==> src/rtl/decim_ctrl.sv <==
// decim_ctrl: frame controller that sits in front of a decimator.
// After a start request it discards a programmable number of warm-up samples,
// then enables the decimator and counts its kept outputs until the frame
// length is reached (or forever when the length is zero).
//
// Ports:
//   clk_i, rst_n_i     clock, asynchronous active-low reset
//   start_i, abort_i   frame start request / frame termination
//   frame_len_i        decimated outputs per frame (0 = continuous)
//   warmup_i           input samples discarded after start
//   in_data_i/valid_i  upstream sample stream
//   dec_en_o           decimator enable (RUN only)
//   dec_data_o/valid_o sample stream to decimator (valid gated to RUN)
//   dec_out_valid_i    decimator kept-sample strobe
//   busy_o, done_o     status; done_o is a one-cycle frame-complete pulse
//   state_o            FSM state (IDLE=0, WARMUP=1, RUN=2, DONE=3)
//   frame_cnt_o        outputs counted in current or last frame
module decim_ctrl #(
   parameter int unsigned DATA_BW   = 8,
   parameter int unsigned FRAME_BW  = 16,
   parameter int unsigned WARMUP_BW = 8
) (
   input  logic                 clk_i,
   input  logic                 rst_n_i,
   input  logic                 start_i,
   input  logic                 abort_i,
   input  logic [FRAME_BW-1:0]  frame_len_i,
   input  logic [WARMUP_BW-1:0] warmup_i,
   input  logic [DATA_BW-1:0]   in_data_i,
   input  logic                 in_valid_i,
   output logic                 dec_en_o,
   output logic [DATA_BW-1:0]   dec_data_o,
   output logic                 dec_valid_o,
   input  logic                 dec_out_valid_i,
   output logic                 busy_o,
   output logic                 done_o,
   output logic [1:0]           state_o,
   output logic [FRAME_BW-1:0]  frame_cnt_o
);

   typedef enum logic [1:0] {
      S_IDLE   = 2'd0,
      S_WARMUP = 2'd1,
      S_RUN    = 2'd2,
      S_DONE   = 2'd3
   } state_t;

   state_t               state_q;
   state_t               state_d;
   logic [FRAME_BW-1:0]  len_q;
   logic [FRAME_BW-1:0]  cnt_q;
   logic [FRAME_BW-1:0]  cnt_inc;
   logic [WARMUP_BW-1:0] warm_q;
   logic                 start_ok;

   assign cnt_inc  = cnt_q + FRAME_BW'(1);
   assign start_ok = start_i && !abort_i;

   // State register
   always_ff @(posedge clk_i or negedge rst_n_i) begin
      if (!rst_n_i) begin
         state_q <= S_IDLE;
      end else begin
         state_q <= state_d;
      end
   end

   // Next-state logic; abort always wins over a completing output
   always_comb begin
      state_d = state_q;
      case (state_q)
         S_IDLE: begin
            if (start_ok) begin
               state_d = (warmup_i != '0) ? S_WARMUP : S_RUN;
            end
         end
         S_WARMUP: begin
            if (abort_i) begin
               state_d = S_IDLE;
            end else if (in_valid_i && (warm_q == WARMUP_BW'(1))) begin
               state_d = S_RUN;
            end
         end
         S_RUN: begin
            if (abort_i) begin
               state_d = S_IDLE;
            end else if (dec_out_valid_i && (len_q != '0) && (cnt_inc == len_q)) begin
               state_d = S_DONE;
            end
         end
         S_DONE: begin
            state_d = S_IDLE;
         end
         default: begin
            state_d = S_IDLE;
         end
      endcase
   end

   // Frame length latch, warm-up down-counter and output counter.
   // The output counter still counts a final output that coincides with abort.
   always_ff @(posedge clk_i or negedge rst_n_i) begin
      if (!rst_n_i) begin
         len_q  <= '0;
         warm_q <= '0;
         cnt_q  <= '0;
      end else begin
         case (state_q)
            S_IDLE: begin
               if (start_ok) begin
                  len_q  <= frame_len_i;
                  warm_q <= warmup_i;
                  cnt_q  <= '0;
               end
            end
            S_WARMUP: begin
               if (in_valid_i && (warm_q != '0)) begin
                  warm_q <= warm_q - WARMUP_BW'(1);
               end
            end
            S_RUN: begin
               if (dec_out_valid_i) begin
                  cnt_q <= cnt_inc;
               end
            end
            default: begin
            end
         endcase
      end
   end

   // Status outputs are pure decodes of the state register
   assign state_o     = 2'(state_q);
   assign busy_o      = (state_q == S_WARMUP) || (state_q == S_RUN);
   assign done_o      = (state_q == S_DONE);
   assign dec_en_o    = (state_q == S_RUN);
   assign dec_valid_o = (state_q == S_RUN) && in_valid_i;
   assign dec_data_o  = in_data_i;
   assign frame_cnt_o = cnt_q;

endmodule

==> config.mk <==
export PLATFORM = sky130hd
export DESIGN_NAME = decim_ctrl
export DESIGN_NICKNAME = d
export VERILOG_FILES = /design/src/rtl/decim_ctrl.sv
export SDC_FILE = /design/constraint.sdc
export NUM_CORES = 1
export LEC_CHECK = 0
export CAP_MARGIN = 40
export CORE_MARGIN = 10
export CORE_UTILIZATION = 45
export DETAILED_ROUTE_END_ITERATION = 12
export MAX_ROUTING_LAYER = met4
export PLACE_DENSITY = 0.73
export REMOVE_ABC_BUFFERS = 1
export SYNTH_ARGS = -nofsm -noshare
export SYNTH_HDL_FRONTEND = slang
export SYNTH_SLANG_ARGS = --single-unit
==> constraint.sdc <==
create_clock -name clk_i -period 4.7 [get_ports clk_i]
set_input_delay 0.94 -clock clk_i [delete_from_list [all_inputs] [get_ports clk_i]]
set_output_delay 0.94 -clock clk_i [all_outputs]
set_load 0.03 [all_outputs]
; ---- Word level (Yosys, flattened, before mapping)
; Index checks and enable logic that the tools add are counted.
[totals]
inputBits = 38
out_inout_bits = 30
ff_bits = 42
[op_classes]
add_sub_neg = 2
n_reduce_logical = 18
n_eq_ne = 10
n_mux = 13
[op_table]
columns = operator, n
row1 = $mux W16, 2
row2 = $pmux W16 S2, 1
row3 = $add A16 B1 Y16 const B, 1
row4 = $eq A16 B16 Y1, 1
row5 = $mux W8, 2
row6 = $pmux W8 S2, 1
row7 = $reduce_bool A16 Y1, 1
row8 = $reduce_bool A8 Y1, 2
row9 = $mux W2, 6
row10 = $reduce_and A3 Y1, 3
row11 = $eq A8 B1 Y1 const B, 1
row12 = $pmux W2 S4, 1
row13 = $sub A8 B1 Y8 const B, 1
row14 = $logic_and A1 B1 Y1, 6
row15 = $eq A2 B2 Y1 const B, 2
row16 = $ne A2 B2 Y1 const B, 2
row17 = $reduce_bool A2 Y1, 2
row18 = $ne A3 B2 Y1 const B, 1
row19 = $ne A3 B3 Y1 const B, 1
row20 = $eq A2 B1 Y1 const B, 1
row21 = $logic_not A2 Y1, 1
row22 = $ne A2 B1 Y1 const B, 1
row23 = $reduce_and A2 Y1, 1
row24 = $logic_not A1 Y1, 1
row25 = $logic_or A1 B1 Y1, 1

; ---- Longest topological paths before layout
; Gate-level depths: netlist of the first run.
[logic_depth]
depth_word = 6
depth_mapped = 9
mapped_depth_nobuf = 8

; ---- Least setup slack after synthesis of the first run
; Ideal clock, no wire load.
[synth_path]
kind = reg2reg
from = register cnt_q[0] (netlist: frame_cnt_o[0])
to = register state_q[1] (netlist: state_o[1])
period_less_slack_ps = 2669
t_arrival_ps = 2545
n_path_buf = 0
required_ps = 4576
stages_incl_launch_ff = 9
setup_ps = 124
path_slack_ps = 2031
path_cell_list = dfrtp_1 ha_1 nand2_1 or4_4 xnor2_2 nor4_1 nand4_2 mux2i_1 a211o_1
[synth_between]
elab_chain_len = 5
[synth_rtl]
columns = element, line_no
row1 = from (decl), 51  ; logic [FRAME_BW-1:0] cnt_q;
row2 = from (signal assigned), 123  ; cnt_q <= cnt_inc;
row3 = $add A16 B1 Y16, 56  ; assign cnt_inc = cnt_q + FRAME_BW'(1);
row4 = $eq A16 B16 Y1, 87  ; end else if (dec_out_valid_i && (len_q != '0) && (cnt_inc == len_q)) begin
row5 = $logic_and A1 B1 Y1, 87
row6 = $ne A3 B2 Y1 (no line), -
row7 = $reduce_and A3 Y1 (no line), -
row8 = to (signal assigned), 64  ; state_q <= state_d;
row9 = to (decl), 48  ; state_t state_q;
; No other way between the ends.
; A chain may end at the register's enable or synchronous reset.

; ---- Final worst setup path of the first run
[layout_path]
from = input port in_valid_i
to = output port dec_valid_o
[layout_between]
elab_chain_len = 1
[layout_rtl]
columns = element, line_no
row1 = from (decl), 30  ; input logic in_valid_i,
row2 = $logic_and A1 B1 Y1, 137  ; assign dec_valid_o = (state_q == S_RUN) && in_valid_i;
row3 = to (decl), 33  ; output logic dec_valid_o,
; No other way between the ends.

==> results of run 1 <==
==> worst register-to-register path, stage by stage, from the launching register on <==
cell,delay [ns]
dfrtp_1,0.47
ha_1,0.33
nand2_1,0.19
or4_4,0.56
xnor2_2,0.16
nor4_1,0.36
nand4_2,0.22
mux2i_1,0.17
a211o_1,0.26
==> registers in the layout (all words and copies together) (netlist names) <==
signal	cells
len_q	16
state_o	2
warm_q	8
frame_cnt_o	16
==> layout by cell type, fill, tap and decap left out, types with 3 or more instances in the layout <==
cell / n
dfrtp_1: 42
o21a_1: 3
nor3_1: 18
o21ai_0: 11
nand4b_1: 3
clkbuf_8: 6
mux2_2: 19
inv_1: 14
xnor2_1: 12
xor2_1: 6
nor2_1: 16
clkdlybuf4s50_1: 50
o22ai_1: 5
nor4_1: 7
ha_1: 8
nand3_1: 11
o21ai_1: 10
a21oi_1: 21
nand2b_1: 3
or3_1: 4
nand4_1: 6
a22o_1: 4
mux2i_1: 3
nand2_1: 33
==> metal layers <==
layer	global-route usage	vias up
li1	-	1229
met1	0.179	1205
met2	0.230	81
met3	0.0368	15
met4	0.0568	0
met5	-	-
==> through the flow <==
stage,utilization,setup WS (ns),cell area [um^2],power [uW],hold WS [ns]
finish,0.553,1.47,3530,1760,0.537
global route,0.553,1.39,3530,1920,0.578
CTS,0.553,1.47,3530,1770,0.539
detailed placement,0.535,1.47,3420,1470,0.516
global placement,0.531,1.52,3390,1430,0.519
floorplan,-,2.01,2790,1220,0.486
==> worst min-delay path by stage <==
stage	from	end	slack [ns]	cells after the start
after floorplan	warm_q[0]	warm_q[0]	0.49	1
after global placement	warm_q[0]	warm_q[0]	0.52	1
after detailed placement	warm_q[6]	warm_q[6]	0.52	1
after CTS	warm_q[6]	warm_q[6]	0.54	1
after global routing	rst_n_i	frame_cnt_o[3]	0.58	1
final	rst_n_i	frame_cnt_o[3]	0.54	1
==> power groups by stage <==
| stage | registers [uW] | clock network (uW) | logic (uW) |
|---|---|---|---|
| floorplan | 612 | 0 | 604 |
| global placement | 625 | 0 | 801 |
| detailed placement | 627 | 0 | 840 |
| CTS | 623 | 304 | 845 |
| global route | 648 | 321 | 949 |
| finish | 622 | 298 | 840 |
==> cell type report <==
cell class | count | area, um^2
clock inverters | 1 | 30.0
flip-flops and latches | 42 | 1050
inverters | 15 | 57.6
clock buffers | 6 | 82.6
well taps | 77 | 96.3
repair buffers | 53 | 533
fillers | 580 | 2860
multi-input cells | 241 | 1680
==> cells by family after synthesis <==
kind of cell               share of synthesized area
muxes                                         0.0822
and+or+nand+nor                                0.233
adders and majority gates                     0.0337
DFF                                            0.354
buffers and inverters                         0.0801
AOI/OAI and AO/OA                              0.158
xor gates and xnor gates                      0.0586
==> metrics.md, run 1 <==
| Metric | Value |
|---|---|
| Worst-skew pair later-pin latency | `~0.30 ns` |
| WL met2 | `3430 um` |
| Top-count cell post-synth | `dfrtp_1` |
| Post-DR vias/cell | `5.82` |
| CTS clk-pin slew, worst paths | `0.08 ns` |
| PD cells | `~500 nW/um^2` |
| Post-CTS sizing | `0` |
| Peak supply drop | `between 300 and 400 uV` |
| Antenna violations before repair | `0` |
| Minimum clock period | `between 3 and 4 ns` |
| Root Driver | `clkbuf_8` |
| # setup viols final | `0` |
| Final hold vios | `0` |
| Sequential-to-total area share from yosys stat | `0.354` |
| WL final | `slightly above 7000 um` |
| Worst setup path end | `dec_valid_o` |
| Mapped Cells | `approximately 330` |
| Fin crit share | `0.686` |
| IO buf count | `between 50 and 60` |
| Die height | `101 um` |
| First-pass GRT wire length | `12200 um` |
| Hold Crit Class | `input port to async pin` |
| Clk sinks | `between 40 and 50` |
| GRT overflow | `0` |
| Post-synth EDFFs | `0` |
| RSZ-0062 raised after global routing | `false` |
| Worst r2r dst | `state_o[1]` |
| FMAX | `a little over 300 MHz` |
| Met1 wire length | `3070 um` |
| Antenna viol nets, final | `0` |
| Setup bufs post-CTS | `0` |
| Ys Warns | `0` |
| Max_cap viols | `0` |
| Ys flop type | `dfrtp_1` |
| Crit path buffers/inverters | `2` |
| Ant diodes | `0` |
| Synth area leaders | `dfrtp_1 35%, mux2_2 7.2%, nand2_1 4.2%` |
| Inserted Clock Buffers | `5` |
| Mapped cell area | `2970 um^2` |
| Starting Density | `0.465` |
| DRT iter0 DRCs | `107` |
| CTS Hold Bufs | `0` |
| Gpl congestion | `about 0.89` |
| Crit end category | `output pin` |
| Flop pwr share | `0.353` |
| Chip width | `101 um` |
| Die area | `about 10000 um^2` |
| Most frequent cells after synthesis | `42 x dfrtp_1, 33 x nand2_1, 21 x a21oi_1, 19 x mux2_2, 18 x nor3_1` |
| H-tree depth | `2` |
| Logic pwr share | `0.477` |
| FF-to-FF setup slack | `1.87 ns` |
| Max-Slew Margin vs Limit | `0.394` |
| CP delay by family, top | `buffers and inverters` |
| CP cell instances | `clkdlybuf4s50_1, and2_1, clkdlybuf4s50_1` |
| Synth top area share | `0.354` |
| Net switching power | `740 uW` |
| Slowest cell on the critical path | `clkdlybuf4s50_1` |
| Layout Skew | `about 0.0055 ns` |
| Max-slew violations | `0` |
| Cells on worst reg2reg path | `8` |
| Wire length per cell | `16.3 um` |
| Data required, critical path | `~3.8 ns` |
| Placed cell count | `about 430` |
| Met3 Wirelength | `roughly 400 um` |
| Lkg Pwr | `0.00142 uW` |
| Outcome | `completed` |
| Share of cells above drive strength 1 | `0.131` |
| Area Growth Syn to Fin | `18.9%` |
| Synth area leader | `dfrtp_1` |
| Core Region | `between 6000 and 7000 um^2` |
| Crit. Startpoint | `in_valid_i` |
| Worst-Margin Slew | `0.909 ns` |
| Synth async-reset ratio | `1.00` |
| Clock Power Share | `0.170` |
| Fin cells | `about 440` |
| Yosys cell types | `58` |
| Sum Neg Setup Slack | `0 ns` |
| Critical path depth | `3` |
| Std cell rows | `29` |
| #FFs+latches synth | `42` |
| Synth Area per Inst | `between 9 and 10 um^2` |
| RR Startpoint | `frame_cnt_o[0]` |
| I/O pin cnt | `about 70` |
| Uppermost layer routed | `met4` |
| Nets | `slightly above 400` |
| Internal power | `between 1000 and 1500 uW` |
| Detail Placement HPWL | `5340 um` |
| GRT Total Usage | `0.148` |
| Crit path max fanout | `3` |
| Drt drc | `0` |
| Slowest stage delay, CP | `just under 0.7 ns` |
| Detailed Routing Iterations Pass 1 | `4` |
| Net Sw Frac | `0.420` |
| Data arrival, critical path | `approximately 2.3 ns` |
| TritonCTS clock tree | `built` |
| Largest net degree at the start of global routing | `32` |
| Critical Path Source Type | `input port` |
| Via count | `about 2500` |
| Crit path top cell by count | `clkdlybuf4s50_1` |
| Clock buffer depth | `2` |
| Critical path class | `input port to output pin` |
| Vias in the first global route | `2478` |
(Power assumes the default switching activity.)
==> inputs of run 2 (changes only) <==
==> constraint.sdc (replaced) <==
create_clock -name clk_i -period 3.38 [get_ports clk_i]
set_input_delay 0.676 -clock clk_i [delete_from_list [all_inputs] [get_ports clk_i]]
set_output_delay 0.676 -clock clk_i [all_outputs]
set_load 0.03 [all_outputs]
==> run 2 against run 1 <==
Register-to-register slack got worse by 1.3 ns. Non-clock buffer count increased by 4. Sequential power up 41%. First-iteration DRC count is 71% higher. Highest routed layer unchanged. Final cell count up 1.1%. Global-route usage about the same. Combinational power increased by 42%. Die area is the same. Critical path type is now flip-flop to output pin.
==> metrics.md, run 2 (same netlist as run 1, synthesis figures left out) <==
| Metric | Value |
|---|---|
| Outcome | `completed` |
| Sum Neg Setup Slack | `0 ns (unchanged)` |
| Most frequent cells in the layout | `50 x clkdlybuf4s50_1, 42 x dfrtp_1, 33 x nand2_1` |
| Antenna violations before repair | `0 (unchanged)` |
| Cells on worst reg2reg path | `8 (unchanged)` |
| Std cell rows | `29 (unchanged)` |
| PD cells | `681 nW/um^2 (+37%)` |
| Nets | `408 (+0.99%)` |
| First-pass GRT wire length | `12100 um (-0.34%)` |
| Critical Path Source Type | `flip-flop` |
| Via count | `2483 (-1.9%)` |
| CP delay by family, top | `buffers and inverters` |
| GRT Total Usage | `0.148 (+0.000451)` |
| Minimum clock period | `about 2.9 ns` |
| CP cell instances | `inv_1, ha_1, and2_1, clkdlybuf4s50_1` |
| Clk sinks | `42 (unchanged)` |
| Starting Density | `0.465 (unchanged)` |
| Data required, critical path | `2.70 ns (-1.06 ns)` |
| Filler cells | `583 (+0.52%)` |
| Lkg Pwr | `0.00142 uW (+0.65%)` |
| Hold Crit Class | `input port to async pin` |
| Root Driver | `clkbuf_8` |
| Slowest stage delay, CP | `0.67 ns (about the same)` |
| Chip width | `101 um (unchanged)` |
| Wire length per cell | `16.0 um (-1.4%)` |
| GRT overflow | `0 (unchanged)` |
| Post-CTS sizing | `0 (unchanged)` |
| DRT iter0 DRCs | `183 (+71%)` |
| Commonest non-fill, non-tap cell in the layout | `clkdlybuf4s50_1` |
| Gpl congestion | `0.898 (+0.57%)` |
| CTS Hold Bufs | `0 (unchanged)` |
| Fin cells | `440 (+1.1%)` |
| Die area | `10200 um^2 (unchanged)` |
| Crit. Startpoint | `state_o[0]` |
| Layout Skew | `0.00628 ns (+0.000755 ns)` |
| Fin crit share | `0.854` |
| # setup viols final | `0 (unchanged)` |
| Critical path class | `flip-flop to output pin` |
| Setup bufs post-CTS | `0 (unchanged)` |
| Worst-Margin Slew | `0.838 ns (-0.0708 ns)` |
| WL final | `7050 um (-0.25%)` |
| Drt drc | `0 (unchanged)` |
| Final hold vios | `0 (unchanged)` |
| RSZ-0062 raised after global routing | `false` |
| Die height | `101 um (unchanged)` |
| H-tree depth | `2 (unchanged)` |
| Post-DR vias/cell | `5.64 (-3.0%)` |
| Share of cells above drive strength 1 | `0.140 (+0.00921)` |
| RR Startpoint | `frame_cnt_o[0]` |
| Area Growth Syn to Fin | `19.2%` |
| Detail Placement HPWL | `5340 um (about the same)` |
| Crit path max fanout | `11 (+8)` |
| Largest net degree at the start of global routing | `28 (-13%)` |
| Inserted Clock Buffers | `5 (unchanged)` |
| Max-slew violations | `0 (unchanged)` |
| Worst-skew pair later-pin latency | `0.30 ns (about the same)` |
| Slowest cell on the critical path | `clkdlybuf4s50_1` |
| Detailed Routing Iterations Pass 1 | `4 (unchanged)` |
| Crit path buffers/inverters | `2 (unchanged)` |
| CTS clk-pin slew, worst paths | `0.08 ns (about the same)` |
| FF-to-FF setup slack | `0.56 ns (-1.31 ns)` |
| Clock buffer depth | `2 (unchanged)` |
| I/O pin cnt | `68 (unchanged)` |
| Vias in the first global route | `2513 (+1.4%)` |
| Data arrival, critical path | `2.21 ns (-0.08 ns)` |
| FMAX | `roughly 350 MHz` |
| Core Region | `6390 um^2 (unchanged)` |
| Antenna viol nets, final | `0 (unchanged)` |
| Placed cell count | `432 (+0.93%)` |
| Max-Slew Margin vs Limit | `0.440 (+0.0456)` |
| Crit end category | `output pin` |
| Max_cap viols | `0 (unchanged)` |
| TritonCTS clock tree | `built` |
| Peak supply drop | `673 uV (+70%)` |
| IO buf count | `51 (unchanged)` |
| Ant diodes | `0 (unchanged)` |
| Worst r2r dst | `state_o[1]` |
-- run 2: routing by layer --
metal | vias up | part of all wire | track usage
met4 | 0 | 0.019 | 0.0482
met1 | 1163 | 0.45 | 0.182
met3 | 12 | 0.052 | 0.0415
met2 | 71 | 0.48 | 0.229
li1 | 1237 | - | -
met5 | - | 0 | -
-- run 2: through the flow --
| stage | worst slack [ns] | utilization | instance area (um^2) | power [uW] | hold WS, ns |
|---|---|---|---|---|---|
| after floorplan | 0.689 | - | 2790 | 1690 | 0.380 |
| after global placement | 0.578 | 0.536 | 3430 | 2030 | 0.517 |
| after detailed placement | 0.555 | 0.540 | 3450 | 2070 | 0.526 |
| after CTS | 0.436 | 0.554 | 3540 | 2420 | 0.291 |
| after global routing | 0.302 | 0.554 | 3540 | 2600 | 0.310 |
| final | 0.492 | 0.554 | 3540 | 2410 | 0.285 |
-- run 2: worst max path at each step --
| stage | slack [ns] | endpoint | depth (start not counted) |
|---|---|---|---|
| after floorplan | 0.69 | state_o[1] | 8 |
| after global placement | 0.58 | state_o[1] | 8 |
| after detailed placement | 0.55 | state_o[1] | 8 |
| after CTS | 0.44 | dec_valid_o | 4 |
| after global routing | 0.30 | state_o[1] | 8 |
| final | 0.49 | dec_valid_o | 4 |
-- run 2: power by group --
group | switching (uW) | internal (uW)
registers | 206 | 668
logic | 654 | 541
clock network | 176 | 165
-- run 2: area by class of cell --
cell class / instances / area [um^2] / share of cell area
Multi-Input combinational cell: 241 / 1680 / 0.474
Sequential cell: 42 / 1050 / 0.297
Timing Repair Buffer: 57 / 563 / 0.159
Tap cell: 77 / 96.3 / 0.0272
Clock buffer: 7 / 86.3 / 0.0244
Inverter: 15 / 57.6 / 0.0163
Clock inverter: 1 / 5.00 / 0.00141
==> inputs of run 3 (changes only) <==
--- a/config.mk
+++ b/config.mk
@@ -5,12 +5,13 @@
 export SDC_FILE = /design/constraint.sdc
 export NUM_CORES = 1
 export LEC_CHECK = 0
+export ABC_AREA = 1
 export CAP_MARGIN = 40
 export CORE_MARGIN = 10
 export CORE_UTILIZATION = 45
 export DETAILED_ROUTE_END_ITERATION = 12
 export MAX_ROUTING_LAYER = met4
-export PLACE_DENSITY = 0.73
+export PLACE_DENSITY = 0.74
 export REMOVE_ABC_BUFFERS = 1
 export SYNTH_ARGS = -nofsm -noshare
 export SYNTH_HDL_FRONTEND = slang
==> run 3 against run 2 <==
Via count increased by 7.1%. Register-to-register slack better by 0.62 ns. Global-route usage increased by 0.15 points. Clock-buffer cell count decreased by 1. Sequential power shrank 8.7%. Largest power group unchanged.
==> metrics.md, run 3 <==
| Metric | Value |
|---|---|
| Lkg Pwr | `0.00165 uW (+16%)` |
| Uppermost layer routed | `met4` |
| Synth area leader | `dfrtp_1` |
| Layout Skew | `0.0102 ns (+0.00392 ns)` |
| Sum Neg Setup Slack | `0 ns (unchanged)` |
| Synth async-reset ratio | `1.00 (unchanged)` |
| Chip width | `99.4 um (-1.8%)` |
| Clock buffer depth | `2 (unchanged)` |
| # setup viols final | `0 (unchanged)` |
| Met1 wire length | `3240 um (+2.8%)` |
| Top-count cell post-synth | `nand2_1` |
| Vias in the first global route | `2645 (+5.3%)` |
| Yosys cell types | `32 (-45%)` |
| Post-CTS sizing | `0 (unchanged)` |
| Most frequent cells after synthesis | `71 x nand2_1, 54 x inv_1, 42 x dfrtp_1, 38 x nor2_1, 36 x nand3_1` |
| Met3 Wirelength | `440 um (+21%)` |
| FF-to-FF setup slack | `1.18 ns (+0.62 ns)` |
| I/O pin cnt | `68 (unchanged)` |
| Synth Area per Inst | `7.42 um^2 (-19%)` |
| Final instance area | `3530 um^2 (about the same)` |
| Max-slew violations | `0 (unchanged)` |
| Mapped cell area | `2830 um^2 (-4.5%)` |
| Critical Path Source Type | `input port` |
| Nets | `476 (+17%)` |
| WL final | `7100 um (+0.69%)` |
| Data arrival, critical path | `1.96 ns (-0.25 ns)` |
| Placed cell area | `3390 um^2 (-1.6%)` |
| Peak supply drop | `580 uV (-14%)` |
| Minimum clock period | `2.64 ns (-0.253 ns)` |
| PD cells | `665 nW/um^2 (-2.5%)` |
| Via count | `2660 (+7.1%)` |
| Crit path buffers/inverters | `3 (+1)` |
| CTS Hold Bufs | `0 (unchanged)` |
| Worst-skew pair later-pin latency | `0.30 ns (about the same)` |
| Worst-Margin Slew | `0.691 ns (-0.147 ns)` |
| Crit end category | `output pin` |
| Data required, critical path | `2.70 ns (about the same)` |
| Root Driver | `clkbuf_8` |
| H-tree depth | `2 (unchanged)` |
| CTS clk-pin slew, worst paths | `0.09 ns (about the same)` |
| Post-synth EDFFs | `0 (unchanged)` |
| Worst r2r dst | `warm_q[5]` |
| Final hold vios | `0 (unchanged)` |
| Crit path top cell by count | `clkdlybuf4s50_1` |
| Commonest non-fill, non-tap cell in the layout | `nand2_1` |
| Gpl congestion | `0.878 (-2.2%)` |
| Sequential-to-total area share from yosys stat | `0.371 (+0.0166)` |
| Antenna viol nets, final | `0 (unchanged)` |
| Most frequent cells in the layout | `71 x nand2_1, 54 x inv_1, 50 x clkdlybuf4s50_1` |
| Outcome | `completed` |
| Area Growth Syn to Fin | `24.7%` |
| Cells on worst reg2reg path | `8 (unchanged)` |
| Largest net degree at the start of global routing | `30 (+7.1%)` |
| Synth top area share | `0.371 (+0.0166)` |
| TritonCTS clock tree | `built` |
| Die area | `9870 um^2 (-3.6%)` |
| Drt drc | `0 (unchanged)` |
| Antenna violations before repair | `0 (unchanged)` |
| Wire length per cell | `14.0 um (-12%)` |
| Core Region | `6030 um^2 (-5.6%)` |
| Detail Placement HPWL | `5560 um (+4.1%)` |
| CP cell instances | `clkdlybuf4s50_1, nand2_1, inv_1, clkdlybuf4s50_1` |
| Max-Slew Margin vs Limit | `0.538 (+0.0983)` |
| RR Startpoint | `state_o[1]` |
| Synth area leaders | `dfrtp_1 37%, nand2_1 9.4%, inv_1 7.2%` |
| First-pass GRT wire length | `12100 um (about the same)` |
| Setup bufs post-CTS | `0 (unchanged)` |
| Detailed Routing Iterations Pass 1 | `4 (unchanged)` |
| Fin crit share | `0.780 (-0.0748)` |
| Post-DR vias/cell | `5.26 (-6.8%)` |
| Slowest cell on the critical path | `clkdlybuf4s50_1` |
| #FFs+latches synth | `42 (unchanged)` |
| Max_cap viols | `0 (unchanged)` |
| Placed cell count | `498 (+15%)` |
| FMAX | `379 MHz (+9.6%)` |
| Clk sinks | `42 (unchanged)` |
| Std cell rows | `28 (-3.4%)` |
| Starting Density | `0.470 (+0.00577)` |
| Mapped Cells | `382 (+18%)` |
| Slowest stage delay, CP | `0.66 ns (about the same)` |
| Hold Crit Class | `input port to async pin` |
| DRT iter0 DRCs | `139 (-24%)` |
| Critical path class | `input port to output pin` |
| IO buf count | `51 (unchanged)` |
| Ant diodes | `0 (unchanged)` |
| Fin cells | `506 (+15%)` |
| Place WS | `0.754 ns (+0.199 ns)` |
| RSZ-0062 raised after global routing | `false` |
| Share of cells above drive strength 1 | `0.114 (-0.0268)` |
| Ys flop type | `dfrtp_1` |
| WL met2 | `3380 um (-0.82%)` |
| GRT Total Usage | `0.149 (+0.00145)` |
| Crit path max fanout | `3 (-8)` |
| Inserted Clock Buffers | `5 (unchanged)` |
| GRT overflow | `0 (unchanged)` |
| Final WS setup | `0.745 ns (+0.253 ns)` |
| Die height | `99.4 um (-1.8%)` |
| Ys Warns | `0 (unchanged)` |
| CP delay by family, top | `buffers and inverters` |
## run 3: routing by layer
layer | vias up | global-route usage
met5 | - | -
met4 | 0 | 0.0342
met3 | 4 | 0.0429
met2 | 94 | 0.244
met1 | 1218 | 0.178
li1 | 1344 | -
## run 3: cell type report
class	count	area [um^2]
fillers	540	2490
inverters	58	219
clock inverters	2	60.1
clock buffers	6	82.6
well taps	75	93.8
repair buffers	55	548
multi-input cells	268	1480
flip-flops and latches	42	1050
## run 3: how the worst max path moves through the flow
stage                     depth (start not counted)  startpoint  slack (ns)             end
after floorplan                                   6  state_o[0]        0.90  frame_cnt_o[0]
after global placement                            4  in_valid_i        0.75     dec_valid_o
after detailed placement                          4  in_valid_i        0.75     dec_valid_o
after CTS                                         5  state_o[0]        0.72     dec_valid_o
after global routing                              5  state_o[0]        0.60     dec_valid_o
final                                             4  in_valid_i        0.74     dec_valid_o
## run 3: power breakdown
part / leakage (uW) / total, uW / internal, uW / switching (uW)
clock network: 0.0000714 / 500 / 315 / 185
registers: 0.000520 / 798 / 667 / 131
logic: 0.00106 / 1050 / 403 / 648
total: 0.00165 / 2350 / 1390 / 963
## run 3: cells by family after synthesis
kind of cell / after synthesis / synth area share
XOR/XNOR: 6 / 0.0234
buffers and inverters: 72 / 0.107
AO/OA/AOI/OAI: 60 / 0.122
adder cells (fa/ha/maj): 8 / 0.0353
flip-flops: 42 / 0.371
multiplexers: 5 / 0.0194
AND/OR/NAND/NOR: 189 / 0.322
## run 3: stage by stage
| stage | power (uW) | utilization | hold slack, ns |
|---|---|---|---|
| 2_1_floorplan | 1520 | - | 0.380 |
| 3_3_place_gp | 1820 | 0.560 | 0.519 |
| 3_5_place_dp | 1850 | 0.563 | 0.551 |
| 4_1_cts | 2360 | 0.587 | 0.274 |
| 5_1_grt | 2530 | 0.587 | 0.290 |
| 6_report | 2350 | 0.587 | 0.264 |
